--- config.mk ---
export PLATFORM = sky130hd
export DESIGN_NAME = rv32_branch_predictor
export DESIGN_NICKNAME = d
export VERILOG_FILES = /design/src/rtl/rv32_branch_predictor.sv
export SDC_FILE = /design/constraint.sdc
export NUM_CORES = 1
export LEC_CHECK = 0
export CAP_MARGIN = 20
export CORE_MARGIN = 5
export CORE_UTILIZATION = 35
export CTS_CLUSTER_DIAMETER = 200
export CTS_CLUSTER_SIZE = 10
export DETAILED_ROUTE_END_ITERATION = 10
export GPL_ROUTABILITY_DRIVEN = 0
export GPL_TIMING_DRIVEN = 0
export PLACE_DENSITY_LB_ADDON = 0.08
export SKIP_CTS_REPAIR_TIMING = 1
export SYNTH_ARGS = -nofsm -noshare
export SYNTH_HDL_FRONTEND = slang
export SYNTH_SLANG_ARGS = --single-unit
export TNS_END_PERCENT = 1
--- constraint.sdc ---
create_clock -name clk -period 6 [get_ports clk]
set_input_delay 1.2 -clock clk [delete_from_list [all_inputs] [get_ports clk]]
set_output_delay 1.2 -clock clk [all_outputs]
set_load 0.1 [all_outputs]
--- src/rtl/rv32_branch_predictor.sv ---
// Bimodal branch predictor for an RV32 fetch stage.
// It holds a table of 2-bit saturating counters indexed by pc[INDEX_BITS+1:2].
// Lookups are registered and return one cycle after the PC is presented.
// The execute stage trains the table, and the block counts the mispredicts it reports.
module rv32_branch_predictor #(
    parameter int unsigned INDEX_BITS = 6
) (
    input  logic        clk,
    input  logic        reset,
    input  logic        stall_in,
    input  logic        flush_in,
    input  logic        lookup_valid_in,
    input  logic [31:0] lookup_pc_in,
    output logic        valid_out,
    output logic        predicted_taken_out,
    input  logic        update_valid_in,
    input  logic [31:0] update_pc_in,
    input  logic        update_taken_in,
    input  logic        update_mispredicted_in,
    output logic [31:0] mispredict_count_out
);

    localparam int unsigned NumEntries = 1 << INDEX_BITS;

    // Counter encoding: 00 strong NT, 01 weak NT, 10 weak T, 11 strong T.
    logic [1:0] table_q [NumEntries];

    logic [INDEX_BITS-1:0] lookup_idx;
    logic [INDEX_BITS-1:0] update_idx;
    logic                  lookup_pred;
    logic [1:0]            update_ctr;
    logic [1:0]            update_ctr_d;

    logic        valid_q, valid_d;
    logic        taken_q, taken_d;
    logic [31:0] mispredict_count_q, mispredict_count_d;

    // The low two PC bits are ignored; instructions are word aligned.
    assign lookup_idx  = lookup_pc_in[INDEX_BITS+1:2];
    assign update_idx  = update_pc_in[INDEX_BITS+1:2];
    // The lookup reads the pre-update value; a same-cycle update is not bypassed.
    assign lookup_pred = table_q[lookup_idx][1];
    assign update_ctr  = table_q[update_idx];

    // Next lookup result: flush beats stall, and stall holds the last result.
    always_comb begin
        valid_d = valid_q;
        taken_d = taken_q;
        if (flush_in) begin
            valid_d = 1'b0;
            taken_d = 1'b0;
        end else if (!stall_in) begin
            valid_d = lookup_valid_in;
            taken_d = lookup_valid_in & lookup_pred;
        end
    end

    // Saturating increment or decrement of the counter being trained.
    always_comb begin
        update_ctr_d = update_ctr;
        if (update_taken_in) begin
            if (update_ctr != 2'b11) begin
                update_ctr_d = update_ctr + 2'b01;
            end
        end else begin
            if (update_ctr != 2'b00) begin
                update_ctr_d = update_ctr - 2'b01;
            end
        end
    end

    // Mispredict counter: it counts only qualified updates and wraps naturally at 2^32.
    always_comb begin
        mispredict_count_d = mispredict_count_q
                           + 32'(update_valid_in & update_mispredicted_in);
    end

    // State registers: reset overrides every lookup, update, stall and flush input.
    always_ff @(posedge clk) begin
        if (reset) begin
            for (int unsigned i = 0; i < NumEntries; i++) begin
                table_q[i] <= 2'b01;
            end
            valid_q            <= 1'b0;
            taken_q            <= 1'b0;
            mispredict_count_q <= 32'd0;
        end else begin
            valid_q            <= valid_d;
            taken_q            <= taken_d;
            mispredict_count_q <= mispredict_count_d;
            // Training ignores stall and flush.
            if (update_valid_in) begin
                table_q[update_idx] <= update_ctr_d;
            end
        end
    end

    assign valid_out            = valid_q;
    assign predicted_taken_out  = taken_q;
    assign mispredict_count_out = mispredict_count_q;

endmodule

---- Yosys cells after proc, flatten, opt, wreduce, memory -nomap -nowiden ----
Memory sizes are Yosys's and may differ from the RTL's.
Cells that the tools add are included.
storage, ports and cells
  flip-flop bits (word level) ............. 34
  latch bits .............................. 0
  bits in writable memories ............... 128
  bits in read-only memories .............. 0
  input port bits ......................... 72
  output and inout bits ................... 34
  word-level logic and storage cells ...... 24
  memories ................................ 1
cells by class
  add/subtract/negate cells ............... 3
  $mul .................................... 0
  divide/modulo/power cells ............... 0
  magnitude comparators ................... 0
  eq/ne operators ......................... 1
  shift-type cells ........................ 0
  muxes and demuxes ....................... 11
  bitwise logic cells ..................... 2
  reductions and logical operators ........ 3
memories
  memory   words  bits a word  read ports  clocked after memory_dff  write ports  RTL line  source
  table_q  64     2            2           0                         64           26        logic [1:0] table_q [NumEntries];
operator list
  cell                 count
  $add 32x1->32        1
  $mux 2               4
  $mux 1               6
  $mux 6               1
  $reduce_or 2->1      2
  $add 2x1->2 const B  1
  $and 1x1->1          2
  $ne 2x2->1 const B   1
  $reduce_bool 2->1    1
  $sub 2x1->2 const B  1

---- Logic depth before layout (Yosys ltp) ----
Gate-level depths: netlist of the first run.
  depth in word-level cells ............... 5
  gate-level depth with buffers ........... 13
  depth with buffers taken out ............ 10

---- Worst setup path before layout of the first run ----
OpenSTA, ideal clock, no wires.
  kind .................................... in2reg
  start ................................... in update_pc_in[3]
  end ..................................... mem table_q[23][0], data pin
  library setup time ...................... 0.296 ns
  data arrival time ....................... 3.309 ns
  path slack .............................. 2.395 ns
  stages on the path ...................... 11
  cell sequence ........................... buf_2 > buf_2 > mux2_1 > a32o_1 > a211oi_1 > o2bb2ai_1 > nor4_1 > maj3_2 > buf_6 > buf_6 > nand3_1
RTL lines
  element             RTL line  source
  start: declaration  17        input logic [31:0] update_pc_in,
  end: declaration    26

==> results of run 1 <==
sequential cells by signal, indices dropped and copies added (netlist names):
| signal | flops |
|---|---|
| mispredict_count_out | 32 |
| valid_out | 1 |
| predicted_taken_out | 1 |
| table_q | 128 |
layer usage:
layer,up-vias,GRT usage [%],routed length [um]
met5,-,0,0
met4,0,7.20,789
met3,61,3.84,2130
met2,325,33.2,13400
met1,3395,27.2,12100
li1,3102,-,-
layout by cell type, fill, tap and decap left out, drive strengths merged, types with 29 or more instances in the layout:
master | Yosys | routed
nand2b | 34 | 34
nand2 | 85 | 85
buf | 34 | 40
edfxtp | 128 | 128
nor3 | 46 | 46
mux2i | 29 | 29
nor2 | 94 | 94
clkdlybuf4s50 | 0 | 47
clkbuf | 29 | 52
nand3 | 61 | 61
dfxtp | 34 | 34
worst max-delay path, cell delays in order:
cell,delay (ns)
clkdlybuf4s50_1,0.58
buf_2,0.37
clkbuf_1,0.53
buf_2,0.38
a21oi_1,0.08
a211oi_1,0.24
o2bb2ai_1,0.09
nor4_1,0.46
maj3_1,0.23
buf_2,0.23
buf_4,0.24
nor3_1,0.08
path summary, 6_finish.rpt:
check / to / cells after the start
setup / recovery: table_q[15][1] / 12
hold / removal: mispredict_count_out[31] / 2
setup reg to reg: table_q[15][1] / 9
hold reg to reg: mispredict_count_out[31] / 2
power by group through the flow:
| stage | Clock, uW | Sequential [uW] | Combinational [uW] |
|---|---|---|---|
| global route | 1160 | 1250 | 363 |
| global placement | 0 | 1270 | 333 |
| CTS | 1110 | 1240 | 339 |
| finish | 1100 | 1240 | 345 |
| detailed placement | 0 | 1270 | 338 |
| floorplan | 0 | 1270 | 212 |
cells by family after synthesis:
family / synth area share [%]
multiplexers: 10.9
XOR/XNOR: 2.53
buffers and inverters: 4.30
AO/OA/AOI/OAI: 6.49
AND/OR/NAND/NOR: 23.1
adder cells (fa/ha/maj): 0.534
flip-flops: 52.2
stage by stage:
step	power, uW	worst slack, ns	cell area, um^2	hold WS, ns
final	2690	1.42	10200	0.501
after global routing	2770	1.27	10200	0.536
after CTS	2700	1.51	10200	0.509
after detailed placement	1610	1.05	9600	0.498
after global placement	1600	0.839	9550	0.477
after floorplan	1480	2.40	8670	0.943
cell type report:
class	count	area [um^2]	share of cell area (%)
Sequential cell	162	4520	44.3
Multi-Input combinational cell	577	3790	37.1
Clock buffer	23	532	5.21
Timing Repair Buffer	53	519	5.09
Tap cell	324	405	3.97
Buffer	63	347	3.39
Clock inverter	9	62.6	0.613
Inverter	7	26.3	0.257
Antenna cell	1	2.50	0.0245
==> key figures, run 1 <==
Layout
  • Nets: 955
  • FILL cells: 2403
  • Synth-to-Final Area Change: 17.8%
  • Share of layout cells above drive strength 1: 15.1%
  • Finished Core Util: 41.9%
  • Finished Layout Cells: 1219

Pwr
  • Sw Share: 26.4%
  • VDD IR-drop max: 0.170 mV
  • Logic pwr share: 12.8%
  • Switching power: 709 uW
  • Internal power: 1980 uW
  • Clock group share of total power: 40.8%
  • Pwr Density: 263 mW/mm^2
  • Reg power frac: 46.3%
  • P_leak: 0.00332 uW

Logic synthesis
  • Post-synth top area cell: edfxtp_1
  • Mapped Cells: 809
  • Synth top area share: 44.3%
  • Syn Area/Cell: 10.7 um^2
  • Distinct cells, synth: 60
  • Sequential area share after synthesis: 52.2%
  • Ys async rst share: 0%
  • Post-synth EDFFs: 128
  • Post-synthesis cell area: 0.00867 mm^2
  • Commonest register cell after synthesis: edfxtp_1
  • Seq cells post-synth: 162
  • Count leader, synth: edfxtp_1
  • Synth cell count leaders: edfxtp_1 (128), nor2_1 (94), nand2_1 (85)
  • Net Count, Synth: 883
  • Ys Warns: 0
  • Cells taking the most area after synthesis: edfxtp_1 (44%), dfxtp_1 (7.9%), mux4_2 (6.0%), nor2_1 (4.1%), nand2_1 (3.7%)

Run
  • Max cap viols: 0

Timing
  • Max Freq: 218 MHz
  • Period minus WS final: 4.58 ns
  • Fin Setup TNS: 0 ns
  • Clock Skew: 0.00970 ns
  • Measured slew at the worst slew-check pin: 1.18 ns
  • Relative slew slack: 21.5%
  • RSZ-0062 raised after global routing: no
  • Setup Viol. Count Final: 0
  • Hold Violations, Final: 0
  • Slew Viols, Final: 0
  • Period utilization: 76.4%

Clock tree
  • Root Buffer: clkbuf_16
  • Clock-pin slew on the worst setup and hold paths: 0.07 ns
  • CTS tree: done
  • H-tree depth reported by CTS: 4
  • Later-pin clock latency in the skew report: 0.43 ns
  • Total CTS buffers: 17
  • Clk buf depth: 2
  • # clock sinks: 162

Run status
  • Outcome: complete, no violations

Floorplanning
  • Full die area: 0.0280 mm^2
  • I/O pin cnt: 106
  • Die Ht: 167 um
  • Initial Util: 35.5%
  • Horiz. Die Dim: 167 um
  • # rows: 57
  • Std-Cell Core Area: 0.0244 mm^2

Worst setup path
  • Worst-path fanout max: 10
  • Setup CP Type: input port to register
  • Worst Setup Start Kind: input port
  • Setup crit start: update_pc_in[2]
  • Reg2reg setup slack: 3.12 ns
  • Critical Path AT: 4.73 ns
  • Worst r2r src: table_q[12][1]
  • Worst EP required: 6.15 ns
  • Critical path capture point type: register

Global routing
  • Grt ovf: 0
  • Number of global-route vias before repair: 7009
  • Largest net degree at the start of global routing: 17
  • GRT Overall Usage: 20.4%
  • Antenna violations before repair: 1
  • First-pass GRT wire length: 43100 um

Drt
  • Via Count: 6883
  • DR iter-0 viols: 781
  • Residual DRC: 0
  • Drt via density: 5.65
  • DR pass1 iterations: 5
  • DR WL/cell: 23.3 um
  • Routed WL: 28400 um
  • Routed Antenna Nets: 0

Placed design
  • Port Buffer Count: 47
  • Cells after DPL: 1184
  • HPWL after DPL: 20600 um

Worst hold path
  • Class of the worst hold path: register to register
  • Hold wc startpoint: mispredict_count_out[31]
Power figures use the tool's default switching activity.
==> run 2, diff against run 1 <==
==> constraint.sdc (replaced) <==
create_clock -name clk -period 4.33 [get_ports clk]
set_input_delay 0.866 -clock clk [delete_from_list [all_inputs] [get_ports clk]]
set_output_delay 0.866 -clock clk [all_outputs]
set_load 0.1 [all_outputs]
==> run 2 against run 1 <==
Clock-buffer cell count did not move. Highest routed layer unchanged. First-iteration DRC count is 2.8% higher. Non-clock buffer count fell by 1. Final cell count is essentially flat. Clock power up 38%. Die area stayed put. Sequential share of layout area about the same. Wire length decreased by 0.73%. Sequential power is 39% higher. Worst setup slack worse by 1.2 ns. Critical endpoint unchanged.
==> key figures, run 2 (same netlist as run 1, synthesis figures left out) <==
Global routing
  • Number of global-route vias before repair: 7009 (unchanged)
  • Antenna violations before repair: 1 (unchanged)
  • First-pass GRT wire length: 43100 um (unchanged)
  • Largest net degree at the start of global routing: 17 (unchanged)
  • Grt ovf: 0 (unchanged)
  • GRT Overall Usage: 20.4% (unchanged)

Drt
  • DR iter-0 viols: 803 (+2.8%)
  • DR pass1 iterations: 6 (+1)
  • Drt via density: 5.62 (-0.48%)
  • Routed met1 length: 12000 um (-0.70%)
  • Met2 wire length: 13400 um (-0.50%)
  • Routed WL: 28200 um (-0.73%)
  • Met3 Wirelength: 2100 um (-1.4%)
  • Max Used Layer: met4
  • DR WL/cell: 23.2 um (-0.65%)
  • Routed Antenna Nets: 0 (unchanged)
  • Residual DRC: 0 (unchanged)
  • Via Count: 6844 (-0.57%)

Floorplanning
  • Horiz. Die Dim: 167 um (unchanged)
  • I/O pin cnt: 106 (unchanged)
  • Initial Util: 35.5% (unchanged)
  • Die Ht: 167 um (unchanged)
  • Full die area: 0.0280 mm^2 (unchanged)
  • # rows: 57 (unchanged)
  • Std-Cell Core Area: 0.0244 mm^2 (unchanged)

Clock tree
  • Later-pin clock latency in the skew report: 0.43 ns (about the same)
  • Clock-pin slew on the worst setup and hold paths: 0.07 ns (about the same)
  • Total CTS buffers: 17 (unchanged)
  • # clock sinks: 162 (unchanged)
  • Clk buf depth: 2 (unchanged)
  • Root Buffer: clkbuf_16
  • H-tree depth reported by CTS: 4 (unchanged)
  • CTS tree: done

Worst setup path
  • Cell family with most CP delay: simple AND/OR/NAND/NOR gates
  • Setup CP Type: input port to register
  • CP max stage cell: nor2b_1
  • Most frequent CP cell: buf_2
  • CP max stage delay: 0.69 ns (+0.11 ns)
  • Worst EP required: 4.47 ns (-1.68 ns)
  • Critical Path AT: 4.30 ns (-0.43 ns)
  • Worst-path cell chain: clkdlybuf4s50_1 -> buf_2 -> nor2b_1 -> a22oi_1 -> nand3_1 -> o211ai_1 -> nor4_1 -> maj3_1 -> buf_2 -> buf_4 -> nor3_1
  • WP buf/inv: 4 (-2)
  • Worst Setup Start Kind: input port
  • Critical path capture point type: register
  • Worst-path fanout max: 10 (unchanged)

Layout
  • Nets: 954 (-0.10%)
  • Biggest register: table_q
  • Commonest non-fill, non-tap cells in the layout: edfxtp_1 (128), nor2_1 (94), nand2_1 (85), nand3_1 (56), clkdlybuf4s50_1 (47)
  • Finished Core Util: 41.8% (about the same)
  • Max reg flops: 128 (unchanged)
  • Synth-to-Final Area Change: 17.7% (about the same)
  • Share of layout cells above drive strength 1: 15.1% (+0.017 points)
  • Most common cell after layout, fill and taps aside: edfxtp_1

Timing
  • Slew Viols, Final: 0 (unchanged)
  • RSZ-0062 raised after global routing: no
  • Relative slew slack: 22.5% (+1.0 points)
  • Measured slew at the worst slew-check pin: 1.16 ns (-0.0151 ns)
  • Final WS setup: 0.176 ns (-1.24 ns)
  • Max Freq: 241 MHz
  • Period minus WS final: 4.15 ns
  • Clock Skew: 0.00997 ns (+0.000273 ns)
  • Fin Setup TNS: 0 ns (unchanged)
  • Hold Violations, Final: 0 (unchanged)
  • Period utilization: 95.9%
  • Setup Viol. Count Final: 0 (unchanged)

Run
  • Max cap viols: 0 (unchanged)

Pwr
  • VDD IR-drop max: 0.234 mV (+37%)
  • P_leak: 0.00331 uW (about the same)
  • Pwr Density: 364 mW/mm^2 (+38%)

Run status
  • Outcome: complete, no violations

Worst hold path
  • Class of the worst hold path: register to register

Placed design
  • HPWL after DPL: 20600 um (unchanged)
  • Port Buffer Count: 47 (unchanged)
  • DP Worst Slack: -0.282 ns (-1.34 ns)
[run 2: metal layers]
metal	up-vias	GRT usage (%)
met3	57	3.84
li1	3102	-
met1	3398	27.2
met5	-	0
met2	287	33.2
met4	0	7.20
[run 2: worst paths after layout]
kind                            cells past startpoint  slack (ns)                startpoint                        to
worst max-delay path                               11        0.18           update_pc_in[2]            table_q[15][1]
worst min-delay path                                2        0.50  mispredict_count_out[31]  mispredict_count_out[31]
worst max register to register                      9        1.40            table_q[12][1]            table_q[15][1]
worst min register to register                      2        0.50  mispredict_count_out[31]  mispredict_count_out[31]
[run 2: through the flow]
step	instances	hold WS, ns	power, uW	cell area [um^2]
after global placement	1180	0.477	2220	9550
after CTS	1216	0.509	3730	10200
after floorplan	809	0.943	2050	8670
after global routing	1218	0.536	3840	10200
after detailed placement	1184	0.498	2230	9600
final	1218	0.501	3720	10200
[run 2: cell type report]
type	instances	area (um^2)
Fill cell	2401	14200
Tap cell	324	405
Timing Repair Buffer	53	519
Clock inverter	9	62.6
Buffer	62	343
Multi-Input combinational cell	577	3790
Clock buffer	23	532
Antenna cell	1	2.50
Sequential cell	162	4520
Inverter	7	26.3
[run 2: power by group]
part	internal, uW	switching, uW	leakage (uW)	total [uW]
sequential	1700	19.5	0.00142	1720
combinational	163	313	0.00159	476
clock	873	647	0.000302	1520
total	2740	979	0.00331	3720
[run 2: worst reg2reg max path, stage by stage, from the launching register on]
cell	delay (ns)
edfxtp_1	0.40
mux2_1	0.30
a221o_1	0.29
a22oi_1	0.27
o22ai_1	0.13
nor4_1	0.46
maj3_1	0.23
buf_2	0.23
buf_4	0.25
nor3_1	0.08
